--- src/rtl/td4_pkg.sv ---
// Shared definitions for the TD4 program loader and the TD4 CPU core.
// Holds the loader state encoding, the instruction fed to the core while
// no program is running, and the TD4 opcode values the core decodes.
package td4_pkg;

    // Loader state encoding. This value is also driven out on the 2-bit
    // state port, so the numeric values are part of the interface.
    typedef enum logic [1:0] {
        ST_IDLE = 2'b00,
        ST_LOAD = 2'b01,
        ST_RUN  = 2'b10
    } state_t;

    // ADD A,0 does nothing useful. The core sees it whenever it is held in reset.
    localparam logic [3:0] NOP_OPCODE = 4'b0000;

    // TD4 opcodes shared with the CPU core.
    localparam logic [3:0] OP_ADD_A   = 4'b0000;
    localparam logic [3:0] OP_ADD_B   = 4'b1010;
    localparam logic [3:0] OP_MOV_A_I = 4'b1100;
    localparam logic [3:0] OP_MOV_B_I = 4'b1110;
    localparam logic [3:0] OP_MOV_A_B = 4'b1000;
    localparam logic [3:0] OP_MOV_B_A = 4'b0010;

    // Instruction memory geometry. The 4-bit PC fixes these values.
    localparam int IMEM_DEPTH = 16;
    localparam int IMEM_WIDTH = 8;

endpackage

--- src/rtl/td4_imem.sv ---
// 16 x 8 instruction register file for the TD4 program loader.
// Ports:
//   clk, rst      - clock and asynchronous active-high reset (clears all words)
//   we            - write enable
//   waddr, wdata  - write port, which updates memory on the rising edge
//   raddr, rdata  - purely combinational read port
module td4_imem
    import td4_pkg::*;
(
    input  logic                  clk,
    input  logic                  rst,
    input  logic                  we,
    input  logic [3:0]            waddr,
    input  logic [IMEM_WIDTH-1:0] wdata,
    input  logic [3:0]            raddr,
    output logic [IMEM_WIDTH-1:0] rdata
);

    logic [IMEM_WIDTH-1:0] mem [IMEM_DEPTH];

    // Reset clears every word so that a freshly reset core sees ADD A,0
    // everywhere. A LOAD does not clear memory, so words that were not
    // rewritten keep their previous contents.
    always_ff @(posedge clk or posedge rst) begin
        if (rst) begin
            for (int i = 0; i < IMEM_DEPTH; i++) begin
                mem[i] <= '0;
            end
        end else if (we) begin
            mem[waddr] <= wdata;
        end
    end

    // The read has no latency, so a PC change reaches the core in the same cycle.
    assign rdata = mem[raddr];

endmodule

--- src/rtl/td4_prog_loader.sv ---
// Program store and loader placed directly upstream of the TD4 CPU core.
// A nibble handshake fills the program, sending the high nibble of each
// word first. In RUN the core fetches from it by pc. Outside RUN the core
// is held in reset and sees ADD A,0.
// Ports:
//   clk, rst                  - clock and asynchronous active-high reset
//   load_start, run, load_end - mode control
//   ld_valid, ld_ready        - nibble handshake
//   ld_nibble                 - nibble data
//   pc                        - program counter from the core
//   opcode, immediate         - instruction fields to the core
//   cpu_rst_n                 - active-low core reset, high only in RUN
//   state, words_loaded       - status outputs
module td4_prog_loader
    import td4_pkg::*;
(
    input  logic       clk,
    input  logic       rst,
    input  logic       load_start,
    input  logic       run,
    input  logic       ld_valid,
    output logic       ld_ready,
    input  logic [3:0] ld_nibble,
    input  logic       load_end,
    input  logic [3:0] pc,
    output logic [3:0] opcode,
    output logic [3:0] immediate,
    output logic       cpu_rst_n,
    output logic [1:0] state,
    output logic [4:0] words_loaded
);

    state_t     state_q;
    state_t     next_state;
    logic [3:0] addr_q;
    logic       phase_q;
    logic [3:0] hold_q;
    logic [4:0] count_q;

    logic       restart;
    logic       xfer_hi;
    logic       xfer_lo;
    logic [7:0] rdata;

    // Next-state logic and the strobes that drive the nibble assembler.
    // When load_start is seen in LOAD, it restarts the load and drops any
    // transfer in the same cycle. When load_end arrives together with a
    // transfer, the transfer is still processed.
    always_comb begin
        next_state = state_q;
        restart    = 1'b0;
        xfer_hi    = 1'b0;
        xfer_lo    = 1'b0;
        unique case (state_q)
            ST_IDLE: begin
                if (load_start) begin
                    next_state = ST_LOAD;
                    restart    = 1'b1;
                end else if (run) begin
                    next_state = ST_RUN;
                end
            end
            ST_LOAD: begin
                if (load_start) begin
                    restart = 1'b1;
                end else begin
                    if (ld_valid) begin
                        if (!phase_q) begin
                            xfer_hi = 1'b1;
                        end else begin
                            xfer_lo = 1'b1;
                            if (addr_q == 4'd15) begin
                                next_state = ST_RUN;
                            end
                        end
                    end
                    if (load_end) begin
                        next_state = ST_RUN;
                    end
                end
            end
            ST_RUN: begin
                if (load_start) begin
                    next_state = ST_LOAD;
                    restart    = 1'b1;
                end
            end
            default: begin
                next_state = ST_IDLE;
            end
        endcase
    end

    // State register.
    always_ff @(posedge clk or posedge rst) begin
        if (rst) begin
            state_q <= ST_IDLE;
        end else begin
            state_q <= next_state;
        end
    end

    // Nibble assembler and word counter. When LOAD is left, the phase is
    // cleared, which discards any pending half word. The word count stays
    // at its final value through RUN.
    always_ff @(posedge clk or posedge rst) begin
        if (rst) begin
            addr_q  <= '0;
            phase_q <= 1'b0;
            hold_q  <= '0;
            count_q <= '0;
        end else if (restart) begin
            addr_q  <= '0;
            phase_q <= 1'b0;
            count_q <= '0;
        end else begin
            if (xfer_hi) begin
                hold_q  <= ld_nibble;
                phase_q <= 1'b1;
            end else if (xfer_lo) begin
                addr_q  <= addr_q + 4'd1;
                phase_q <= 1'b0;
                if (count_q != 5'd16) begin
                    count_q <= count_q + 5'd1;
                end
            end
            if (next_state != ST_LOAD) begin
                phase_q <= 1'b0;
            end
        end
    end

    td4_imem u_imem (
        .clk   (clk),
        .rst   (rst),
        .we    (xfer_lo),
        .waddr (addr_q),
        .wdata ({hold_q, ld_nibble}),
        .raddr (pc),
        .rdata (rdata)
    );

    // Status and core-control outputs come only from the state register,
    // so they cannot glitch. ld_ready never depends on ld_valid.
    assign ld_ready     = (state_q == ST_LOAD);
    assign cpu_rst_n    = (state_q == ST_RUN);
    assign state        = state_q;
    assign words_loaded = count_q;
    assign opcode       = (state_q == ST_RUN) ? rdata[7:4] : NOP_OPCODE;
    assign immediate    = (state_q == ST_RUN) ? rdata[3:0] : 4'b0000;

endmodule

--- config.mk ---
export PLATFORM = sky130hd
export DESIGN_NAME = td4_prog_loader
export DESIGN_NICKNAME = d
export VERILOG_FILES = /design/src/rtl/td4_pkg.sv /design/src/rtl/td4_imem.sv /design/src/rtl/td4_prog_loader.sv
export SDC_FILE = /design/constraint.sdc
export NUM_CORES = 1
export LEC_CHECK = 0
export CORE_MARGIN = 2
export CORE_UTILIZATION = 44
export CTS_BUF_LIST = sky130_fd_sc_hd__clkbuf_8
export CTS_CLUSTER_SIZE = 28
export DETAILED_ROUTE_END_ITERATION = 8
export GPL_TIMING_DRIVEN = 0
export PLACE_DENSITY = 0.63
export SLEW_MARGIN = 30
export SYNTH_ARGS = -nofsm -noshare
export SYNTH_HDL_FRONTEND = slang
export SYNTH_SLANG_ARGS = --single-unit
--- constraint.sdc ---
create_clock -name clk -period 5.4 [get_ports clk]
set_input_delay 1.08 -clock clk [delete_from_list [all_inputs] [get_ports clk]]
set_output_delay 1.08 -clock clk [all_outputs]
set_load 0.1 [all_outputs]
* Word-level counts from Yosys, hierarchy flattened
Index checks and enable logic that the tools add are counted.
Storage, ports and cells: memories 0, bits in latches 0, ROM bits 0, output and inout bits 17, register bits 144, word-level logic and storage cells 82, memory bits (writable) 0
Cells by class: multiplexer cells 38, add/sub/neg operators 2, shift operators 0, bitwise logic cells 3, $mul 0, eq/ne operators 6, magnitude comparators 3, reductions and logical operators 9, div/mod/pow operators 0
Operators by type and width (count):
- bitwise mux 128 bit | 1
- binary-select mux 8 bit (select 4 bit) | 1
- demux 8 bit (select 4 bit) | 1
- two-way mux 8 bit | 3
- two-way mux 4 bit | 5
- two-way mux 5 bit | 4
- two-way mux 2 bit | 8
- two-way mux 1 bit | 14
- >= comparator 5 bit, second input constant | 2
- inverter 4 -> 5 bit | 2
- case mux 2 bit (3 select lines) | 1
- adder 5 x 1 -> 5 bit, second input constant | 1
- less-than comparator 5 x 1 -> 1 bit, second input constant | 1
- != test 5 bit, second input constant | 1
- adder 4 x 1 -> 4 bit, second input constant | 1
- equality test 4 bit, second input constant | 1
- AND reduction 2 bit | 2
- nonzero test 2 bit | 2
- nonzero test 4 bit | 1
- AND reduction 3 bit | 1
- OR reduction 3 bit | 1
- equality test 2 x 1 -> 1 bit, second input constant | 1
- equality test 2 bit, second input constant | 1
- logical NOT 2 bit | 1
- other kinds (4) | 4

* Logic depth before layout (Yosys ltp)
Gate-level depths: netlist (run 1).
depth in word-level cells 10, gate-level depth with buffers 8, depth with buffers taken out 6

* Hierarchy
A second synthesis (run 1) with hierarchy kept.
Second synthesis, totals: cell total of the unflattened synthesis 460, area total of the unflattened synthesis 6877.8 um2
By module, submodules not included:
- td4_imem | times used 1, sequential area each 3203.1 um2, cells each 369, area each 5953.2 um2
- td4_prog_loader | times used 1, sequential area each 400.4 um2, cells each 91, area each 924.6 um2

* Worst setup path before layout (run 1)
Ideal clock, no wire load.
kind register to output, start register state_q[1] (netlist: state[1]), end output immediate[1], setup slack -0.565 ns, data arrival time 4.885 ns, required time 4.320 ns, cell stages (with the launch flop) 4, path buffers 0, path through dfrtp_1 nor2b_1 nand2b_1 o21ai_0
Between the ends: word-level cells in the longest chain between the ends 2
RTL lines:
- from (decl) | RTL line td4_prog_loader.sv:33 | state_t state_q;
- from (signal assigned) | RTL line td4_prog_loader.sv:99 | state_q <= next_state;
- equality test 2 bit
- net cpu_rst_n | RTL line td4_prog_loader.sv:28 | output logic cpu_rst_n,
- two-way mux 4 bit | RTL line td4_prog_loader.sv:150 | assign immediate = (state_q == ST_RUN) ? rdata[3:0] : 4'b0000;
- to (decl) | RTL line td4_prog_loader.sv:27 | output logic [3:0] immediate,
The timed path passes the listed nets, and every way through them passes these cells.

* Worst setup path after layout (run 1)
start input pc[2], end output opcode[1]
Between the ends: word-level cells in the longest chain between the ends 5
RTL lines:
- from (decl) | RTL line td4_prog_loader.sv:25 | input logic [3:0] pc,
- inverter 4 -> 5 bit (not written as such) | RTL line td4_imem.sv:35 | assign rdata = mem[raddr];
- binary-select mux 8 bit (select 4 bit) | RTL line td4_imem.sv:35
- two-way mux 8 bit (not written as such) (2 in series) | RTL line td4_imem.sv:35
- two-way mux 4 bit | RTL line td4_prog_loader.sv:149 | assign opcode = (state_q == ST_RUN) ? rdata[7:4] : NOP_OPCODE;
- to (decl) | RTL line td4_prog_loader.sv:26 | output logic [3:0] opcode,
No other way between the ends. The select of a mux whose other input is x is not followed.

==> flow_metrics.py, run 1 <==
metrics = {
    "cts": {
        "htreeDepth": 4,
        "cts_hold_buf": 0,
        "root_buffer": "clkbuf_8",
        "clk_latency_ps": 450,
        "cts_setup_buffers": 0,
        "max-clock-path-buffers": 2,
        "cts-buffers-inserted": 17,
        "cts_tree": "done",
        "clkSinkCount": 144,
        "ctsResizeCount": 0,
        "clkTransAtPathRegs_ps": 70,
    },
    "critical_path": {
        "r2r_end": "u_imem.mem[95]",
        "slowest_stage": "clkdlybuf4s50_1",
        "critPathBufInv": 4,
        "r2r_slack_ps": 3020,
        "rr_worst_depth": 5,
        "path_max_fanout": 10,
        "cp.depth": 6,
        "crit_chain": "clkbuf_1 -> buf_2 -> clkbuf_1 -> mux4_2 -> a221o_1 -> clkdlybuf4s50_1",
        "arrival_ps": 4180,
        "critical_path_class": "input pin to primary output",
        "required_ps": 4320,
        "crit_family": "buffers and inverters",
        "cp-start-kind": "input pin",
        "crit_path_frequent_cell": "clkbuf_1",
        "crit_start": "pc[2]",
        "end_kind": "primary output",
        "r2r_start": "state[1]",
        "cp_slowest_stage_delay_ps": 980,
    },
    "final_layout": {
        "drive_gt1_frac": 0.298,
        "fin_nets": 533,
        "final_cell_area_um2": 7730,
        "regArea_um2": 3600,
        "synthToLayoutAreaGrowth_pct": 13.5,
        "multi_input_area_um2": 3060,
        "nFillCells": 1326,
        "post-route-util": 0.510,
        "antennaDiodeCount": 0,
    },
    "sta": {
        "final_max_slew_viol_count": 0,
        "fin_crit_sh": 0.975,
        "rsz0062_at_grt": "false",
        "hold_viol": 0,
        "final.min_clock_period_ps": 5260,
        "fmax_mhz": 190,
        "fin_hold_ws_ps": 492,
        "worst_slew_pin_slew_ps": 975,
        "relSlewSlack": 0.348,
        "finalSetupViolCount": 0,
        "fin_worst_skew_ps": 5.83,
    },
    "synth": {
        "synth_cell_type_count": 39,
        "syn-num-nets": 485,
        "syn_area_per_cell_um2": 14.6,
        "syn_area_um2": 6810,
        "synth_edf_count": 0,
        "yosysSeqAreaShare": 0.529,
        "synthArstFlopShare": 1.00,
        "synth.top_cell.area_share": 0.529,
        "synth.most_common_cell": "dfrtp_1",
        "yosys-top-cells-area": "dfrtp_1 53%, mux2_2 15%, mux2_1 7.1%",
        "synthCells": 465,
        "yosys_warnings": 0,
        "yosys_most_used_dff": "dfrtp_1",
        "ys_seq_elements": 144,
        "synth_commonest_cells": "144 x dfrtp_1, 89 x mux2_2, 43 x mux2_1, 24 x mux2i_1, 21 x mux4_2",
        "yosysTopAreaCell": "dfrtp_1",
    },
    "placed_design": {
        "dp_hpwl_um": 10600,
        "gp_congestion": 0.794,
        "io_buffers": 28,
        "place_area_um2": 7360,
    },
    "die": {
        "dieArea_um2": 16500,
        "io_pins": 31,
        "row_count": 45,
        "die_w_um": 128,
        "die_y_um": 128,
        "core_um2": 15100,
        "initial_core_util": 0.450,
    },
    "pwr": {
        "power_density_nw_per_um2": 275,
        "power.leakage_nw": 3.74,
        "peakVddDrop_uv": 157,
        "power_mw": 2.13,
    },
    "global_routing": {
        "grt_max_degree": 96,
        "grt_use_met2": 0.320,
        "busiest_layer": "met2",
        "use_met1": 0.261,
        "antenna_found_initial": 0,
        "grt_pass1_wl_um": 24200,
        "gr-usage-met3": 0.0491,
        "globalRoute.totalOverflow": 0,
        "grt_usage": 0.199,
        "first_global_vias": 4422,
    },
    "route": {
        "drt_iter0_markers": 257,
        "vias": 4110,
        "wl_per_cell_um": 21.2,
        "drc": 0,
        "drt_wl_total_um": 15100,
        "drtAntennaViolNets": 0,
        "vias_per_cell": 5.76,
        "drt_pass1_iterations": 4,
    },
    "worst_hold_path": {
        "hp-class": "register to register",
        "min_from": "u_imem.mem[67]",
        "min_path_cells": 1,
        "min_to": "u_imem.mem[67]",
    },
    "job": {
        "max_cap_viol_count": 0,
    },
    "status": {
        "status": "finished clean",
    },
}
## logic make-up (layout without fill, tap and decap cells)
group | Yosys count | count (layout) | share of synthesized area
muxes | 177 | 177 | 0.323
adders and majority gates | 6 | 6 | 0.0110
AOI/OAI and AO/OA | 33 | 33 | 0.0373
and+or+nand+nor | 65 | 65 | 0.0680
buffers and inverters | 32 | 93 | 0.0213
xor gates and xnor gates | 8 | 8 | 0.0103
DFF | 144 | 144 | 0.529
## power by group
group | switching, mW | internal (mW)
clock network | 0.393 | 0.395
logic | 0.138 | 0.0685
registers | 0.0330 | 1.10
## metal layers
metal | wire (um) | vias to the layer above
li1 | - | 1829
met1 | 6890 | 2182
met2 | 7260 | 77
met3 | 583 | 22
met4 | 374 | 0
met5 | 0 | -
## cells in the final DEF, fill, tap and decap left out, types with 7 or more instances in the layout
master           Yosys  layout
a22oi_1             11      11
clkbuf_1            18      18
clkbuf_8             0      24
clkdlybuf4s50_1      0      28
dfrtp_1            144     144
inv_1                5       7
mux2_1              43      43
mux2_2              89      89
mux2i_1             24      24
mux4_2              21      21
nand3_1             11      11
nand3_4              8       8
nor2_1              12      12
nor2b_1              7       7
## flip-flops by register name, summed over array words and instances (netlist names)
name and count:
hold_q 4, addr_q 4, state 2, words_loaded 5, phase_q 1, u_imem.mem 128
## cell type report
| type | count | share of cell area |
|---|---|---|
| well taps | 188 | 0.0304 |
| plain buffers | 27 | 0.0164 |
| inverters | 5 | 0.00340 |
| clock buffers | 24 | 0.0427 |
| repair buffers | 29 | 0.0398 |
| clock inverters | 8 | 0.00470 |
| multi-input cells | 289 | 0.396 |
| flip-flops and latches | 144 | 0.466 |
## stage by stage
stage | setup TNS, ps | worst slack, ps | cells
floorplan | -1130 | -565 | 465
global placement | -186260 | -1310 | 681
detailed placement | 0 | 112 | 682
CTS | 0 | 112 | 714
global route | 0 | 10.4 | 714
finish | 0 | 137 | 714
## worst max-delay path by stage
stage	to	slack (ps)
finish	opcode[1]	140
global placement	u_imem.mem[9]	-1310
global route	opcode[1]	10
floorplan	immediate[1]	-570
CTS	immediate[3]	110
detailed placement	immediate[3]	110
(Power assumes the default switching activity.)
==> run 2: changes to the inputs <==
--- a/config.mk
+++ b/config.mk
@@ -5,6 +5,7 @@
 export SDC_FILE = /design/constraint.sdc
 export NUM_CORES = 1
 export LEC_CHECK = 0
+export CORE_ASPECT_RATIO = 2
 export CORE_MARGIN = 2
 export CORE_UTILIZATION = 44
 export CTS_BUF_LIST = sky130_fd_sc_hd__clkbuf_8
==> constraint.sdc (replaced) <==
create_clock -name clk -period 6.75 [get_ports clk]
set_input_delay 1.35 -clock clk [delete_from_list [all_inputs] [get_ports clk]]
set_output_delay 1.35 -clock clk [all_outputs]
set_load 0.1 [all_outputs]
==> run 2 against run 1 <==
  * Utilization increased by 0.48 points
  * Clock power down 0.8%
  * Die area up 0.36%
  * Sequential cell count stayed put
  * Via count up 0.54%
  * Combinational power shrank 17%
  * Critical path depth up 1
  * Hold slack got worse by 1.7 ps
  * Clock skew increased by 6.3 ps
  * Largest cell class unchanged
==> flow_metrics.py, run 2 (synthesis results as in run 1) <==
metrics = {
    "final_layout": {
        "drive_gt1_frac": 0.302,
        "nFillCells": 1338,
        "mostFrequentLayoutCells": "144 x dfrtp_1, 89 x mux2_2, 43 x mux2_1, 28 x clkdlybuf4s50_1, 24 x mux2i_1",
        "regArea_um2": 3600,
        "mostFrequentLayoutCell": "dfrtp_1",
        "fin_nets": 533,
        "multi_input_area_um2": 3060,
        "largest_reg_flops": 128,
        "final_cell_area_um2": 7840,
        "largest_register": "u_imem.mem",
        "synthToLayoutAreaGrowth_pct": 15.1,
        "stdcell_count": 724,
        "post-route-util": 0.515,
        "antennaDiodeCount": 0,
    },
    "die": {
        "row_count": 64,
        "io_pins": 31,
        "dieArea_um2": 16500,
        "initial_core_util": 0.448,
        "core_um2": 15200,
        "die_w_um": 92.0,
        "die_y_um": 180,
    },
    "critical_path": {
        "r2r_slack_ps": 4340,
        "slowest_stage": "clkdlybuf4s50_1",
        "crit_path_frequent_cell": "clkbuf_1",
        "end_kind": "primary output",
        "cp-start-kind": "input pin",
        "crit_family": "buffers and inverters",
        "critPathBufInv": 4,
        "critical_path_class": "input pin to primary output",
        "arrival_ps": 4540,
        "crit_chain": "clkbuf_1 -> buf_2 -> clkbuf_1 -> mux4_2 -> mux2i_1 -> o21ai_0 -> clkdlybuf4s50_1",
        "required_ps": 5400,
        "path_max_fanout": 10,
        "cp_slowest_stage_delay_ps": 1160,
    },
    "global_routing": {
        "grt_usage": 0.212,
        "globalRoute.totalOverflow": 0,
        "grt_pass1_wl_um": 26100,
        "use_met1": 0.227,
        "gr-usage-met3": 0.0356,
        "grt_max_degree": 79,
        "antenna_found_initial": 0,
        "grt_use_met2": 0.394,
        "first_global_vias": 4634,
        "busiest_layer": "met2",
    },
    "placed_design": {
        "gp_congestion": 0.836,
        "place_area_um2": 7370,
        "io_buffers": 28,
        "dp_hpwl_um": 11900,
        "place_ws_ps": 833,
        "dp.cells": 692,
    },
    "route": {
        "wl_per_cell_um": 22.4,
        "drt_wl_total_um": 16200,
        "drt_pass1_iterations": 4,
        "drt_iter0_markers": 229,
        "drtAntennaViolNets": 0,
        "vias": 4132,
        "vias_per_cell": 5.71,
        "drc": 0,
    },
    "cts": {
        "cts_tree": "done",
        "root_buffer": "clkbuf_8",
        "ctsResizeCount": 0,
        "cts_hold_buf": 0,
        "clk_latency_ps": 450,
        "htreeDepth": 4,
        "cts-buffers-inserted": 17,
        "cts_setup_buffers": 0,
        "clkTransAtPathRegs_ps": 80,
        "clkSinkCount": 144,
        "max-clock-path-buffers": 2,
    },
    "sta": {
        "rsz0062_at_grt": "false",
        "worst_slew_pin_slew_ps": 982,
        "finalSetupViolCount": 0,
        "fin_crit_sh": 0.873,
        "hold_viol": 0,
        "relSlewSlack": 0.343,
        "final_max_slew_viol_count": 0,
        "fin_ws_ps": 856,
        "fmax_mhz": 170,
        "fin_worst_skew_ps": 12.1,
        "final.min_clock_period_ps": 5890,
    },
    "worst_hold_path": {
        "hp-class": "register to register",
    },
    "pwr": {
        "power_density_nw_per_um2": 238,
        "peakVddDrop_uv": 171,
        "power_mw": 1.87,
        "power.leakage_nw": 3.76,
    },
    "job": {
        "max_cap_viol_count": 0,
    },
    "status": {
        "status": "finished clean",
    },
}
-- run 2: layout make-up --
class,instances,share of cell area
plain buffers,27,0.0161
clock buffers,18,0.0316
clock inverters,14,0.0275
inverters,5,0.00335
multi-input cells,289,0.391
flip-flops and latches,144,0.460
well taps,198,0.0316
repair buffers,29,0.0393
-- run 2: power by group --
part / internal [mW] / switching, mW
clock: 0.449 / 0.334
combinational: 0.0550 / 0.117
sequential: 0.880 / 0.0316
-- run 2: path summary, 6_finish.rpt --
kind	to	startpoint	cells after the start
max	immediate[1]	pc[2]	7
max in group asynchronous	u_imem.mem[110]	rst	3
max reg2reg	u_imem.mem[4]	state[1]	3
min	u_imem.mem[65]	u_imem.mem[65]	1
min in group asynchronous	u_imem.mem[112]	rst	2
min reg2reg	u_imem.mem[65]	u_imem.mem[65]	1
-- run 2: metrics by stage --
step	hold WS [ps]	TNS [ps]
finish	490	0
global route	507	0
CTS	497	0
detailed placement	477	0
global placement	469	-15370
floorplan	459	0
-- run 2: worst reg2reg max path, delay by kind of cell (launching register included) --
family | cells | cell delay, ps
AND/OR/NAND/NOR | 2 | 1340
multiplexers | 1 | 500
flip-flops | 1 | 450
-- run 2: layer usage --
layer / vias up / share of wire
li1: 1829 / -
met1: 2162 / 0.35
met2: 104 / 0.58
met3: 37 / 0.027
met4: 0 / 0.043
met5: - / 0
==> run 3: changes to the inputs <==
--- a/config.mk
+++ b/config.mk
@@ -5,6 +5,7 @@
 export SDC_FILE = /design/constraint.sdc
 export NUM_CORES = 1
 export LEC_CHECK = 0
+export ABC_AREA = 1
 export CORE_ASPECT_RATIO = 2
 export CORE_MARGIN = 2
 export CORE_UTILIZATION = 44
==> run 3 against run 2 <==
  * Non-clock buffer count increased by 21
  * First-iteration DRC count increased by 73%
  * Die area increased by 4.4%
  * Area after synthesis increased by 4.5%
  * Combinational power increased by 73%
  * Highest routed layer unchanged
  * Hold slack improved by 1.4 ps
  * Synthesized cell count increased by 97%
  * Largest power group unchanged
  * Wire length increased by 32%
  * Via count increased by 48%
  * Final area increased by 3.5%
  * Worst setup slack improved by 160 ps
==> flow_metrics.py, run 3 <==
metrics = {
    "status": {
        "status": "finished clean",
    },
    "pwr": {
        "p_switching_uw": 603,
        "power_density_nw_per_um2": 242,
        "power.leakage_nw": 3.78,
        "power_mw": 1.96,
        "p_clk_frac": 0.389,
        "peakVddDrop_uv": 176,
        "internal_power_mw": 1.36,
        "swShare": 0.308,
        "combPwrFrac": 0.152,
        "seq_power_share": 0.460,
    },
    "critical_path": {
        "crit_chain": "clkdlybuf4s50_1 -> inv_2 -> clkbuf_1 -> nand2_1 -> nand2_1 -> nand2_1 -> nand3_1 -> nand3_1 -> a21oi_1 -> clkdlybuf4s50_1",
        "required_ps": 5400,
        "critPathBufInv": 4,
        "end_kind": "primary output",
        "crit_family": "buffers and inverters",
        "cp_slowest_stage_delay_ps": 1190,
        "path_max_fanout": 10,
        "slowest_stage": "clkdlybuf4s50_1",
        "cp-start-kind": "input pin",
        "arrival_ps": 4390,
        "critical_path_class": "input pin to primary output",
        "crit_path_frequent_cell": "nand2_1",
    },
    "sta": {
        "final_max_slew_viol_count": 0,
        "fmax_mhz": 174,
        "finalSetupViolCount": 0,
        "final.min_clock_period_ps": 5740,
        "fin_hold_ws_ps": 491,
        "relSlewSlack": 0.347,
        "worst_slew_pin_slew_ps": 977,
        "setup_tns_ps": 0,
        "rsz0062_at_grt": "false",
        "hold_viol": 0,
        "fin_crit_sh": 0.850,
        "fin_ws_ps": 1010,
        "fin_worst_skew_ps": 16.4,
    },
    "synth": {
        "syn_area_um2": 7120,
        "synthCells": 917,
        "synth.most_common_cell": "nand2_1",
        "syn_area_per_cell_um2": 7.76,
        "yosys-top-cells-area": "dfrtp_1 51%, nand2_1 18%, o21ai_1 9.3%",
        "synth_commonest_cells": "343 x nand2_1, 144 x dfrtp_1, 132 x o21ai_1, 87 x inv_1, 87 x nand3_1",
        "ys_seq_elements": 144,
        "yosys_most_used_dff": "dfrtp_1",
        "synth_cell_type_count": 29,
        "synth.top_cell.area_share": 0.506,
        "synth_edf_count": 0,
        "yosys_warnings": 0,
        "yosysSeqAreaShare": 0.506,
        "syn-num-nets": 937,
        "synthArstFlopShare": 1.00,
        "yosysTopAreaCell": "dfrtp_1",
    },
    "final_layout": {
        "mostFrequentLayoutCell": "nand2_1",
        "antennaDiodeCount": 0,
        "final_cell_area_um2": 8110,
        "mostFrequentLayoutCells": "343 x nand2_1, 144 x dfrtp_1, 132 x o21ai_1, 87 x inv_1, 87 x nand3_1",
        "synthToLayoutAreaGrowth_pct": 14.0,
        "fin_nets": 984,
        "largest_register": "u_imem.mem",
        "largest_reg_flops": 128,
        "drive_gt1_frac": 0.0963,
    },
    "die": {
        "dieArea_um2": 17300,
        "die_y_um": 184,
        "io_pins": 31,
        "die_w_um": 93.9,
        "core_um2": 15800,
        "row_count": 65,
        "initial_core_util": 0.451,
    },
    "cts": {
        "clk_latency_ps": 470,
        "cts_hold_buf": 0,
        "clkSinkCount": 144,
        "cts-buffers-inserted": 17,
        "ctsResizeCount": 0,
        "cts_tree": "done",
        "root_buffer": "clkbuf_8",
        "clkTransAtPathRegs_ps": 70,
        "max-clock-path-buffers": 2,
        "cts_setup_buffers": 0,
        "htreeDepth": 4,
    },
    "route": {
        "wl_per_cell_um": 18.2,
        "drt_iter0_markers": 397,
        "drc": 0,
        "drtAntennaViolNets": 0,
        "vias": 6128,
        "drt_wl_total_um": 21500,
        "drt_pass1_iterations": 6,
        "vias_per_cell": 5.21,
    },
    "placed_design": {
        "place_area_um2": 7670,
        "gp_congestion": 0.982,
        "place_ws_ps": 1050,
        "io_buffers": 27,
        "dp_hpwl_um": 15900,
    },
    "worst_hold_path": {
        "hp-class": "register to register",
    },
    "job": {
        "max_cap_viol_count": 0,
    },
    "global_routing": {
        "first_global_vias": 5969,
        "grt_max_degree": 81,
        "globalRoute.totalOverflow": 0,
        "antenna_found_initial": 0,
        "grt_pass1_wl_um": 33600,
        "grt_usage": 0.266,
    },
}
[run 3: worst min-delay path, cell delays in order (launching register included)]
cell and delay, ps:
dfrtp_1 350, nand2_1 50, o21ai_1 60
[run 3: kinds of logic (layout without fill, tap and decap cells)]
| logic type | after synthesis | after routing | synth area share |
|---|---|---|---|
| AOI/OAI and AO/OA | 154 | 154 | 0.111 |
| xor gates and xnor gates | 3 | 3 | 0.00369 |
| and+or+nand+nor | 464 | 464 | 0.287 |
| buffers and inverters | 146 | 205 | 0.0821 |
| DFF | 144 | 144 | 0.506 |
| adders and majority gates | 6 | 6 | 0.0105 |
[run 3: final timing paths]
kind,slack [ps],endpoint,start,cells past startpoint
setup / recovery,1010,opcode[3],pc[0],10
hold / removal,490,u_imem.mem[112],u_imem.mem[112],2
setup reg to reg,4920,u_imem.mem[7],addr_q[0],7
hold reg to reg,490,u_imem.mem[112],u_imem.mem[112],2
max in group asynchronous,4680,u_imem.mem[28],rst,3
min in group asynchronous,1310,u_imem.mem[70],rst,2
[run 3: layout make-up]
| type | instances | area (um2) |
|---|---|---|
| Sequential cell | 144 | 3600 |
| Multi-Input combinational cell | 627 | 2930 |
| Fill cell | 1602 | 7670 |
| Timing Repair Buffer | 28 | 298 |
| Buffer | 49 | 218 |
| Tap cell | 201 | 251 |
| Clock buffer | 18 | 248 |
| Clock inverter | 13 | 189 |
| Inverter | 97 | 374 |
[run 3: power by group through the flow]
stage	Clock (mW)	Sequential [mW]	Combinational, mW
2_1_floorplan	0	0.958	0.147
3_3_place_gp	0	0.918	0.295
3_5_place_dp	0	0.918	0.297
4_1_cts	0.773	0.901	0.298
5_1_grt	0.811	0.904	0.316
6_report	0.762	0.901	0.297
[run 3: metal layers]
| metal | track usage | vias up | routed length [um] |
|---|---|---|---|
| met5 | 0 | - | 0 |
| met4 | 0.193 | 0 | 1790 |
| met3 | 0.0439 | 91 | 771 |
| met2 | 0.461 | 202 | 11000 |
| met1 | 0.284 | 2839 | 7850 |
| li1 | - | 2996 | - |
[run 3: metrics by stage]
step,std cells,util
floorplan,917,-
global placement,1145,0.484
detailed placement,1146,0.486
CTS,1177,0.514
global route,1177,0.514
finish,1177,0.514
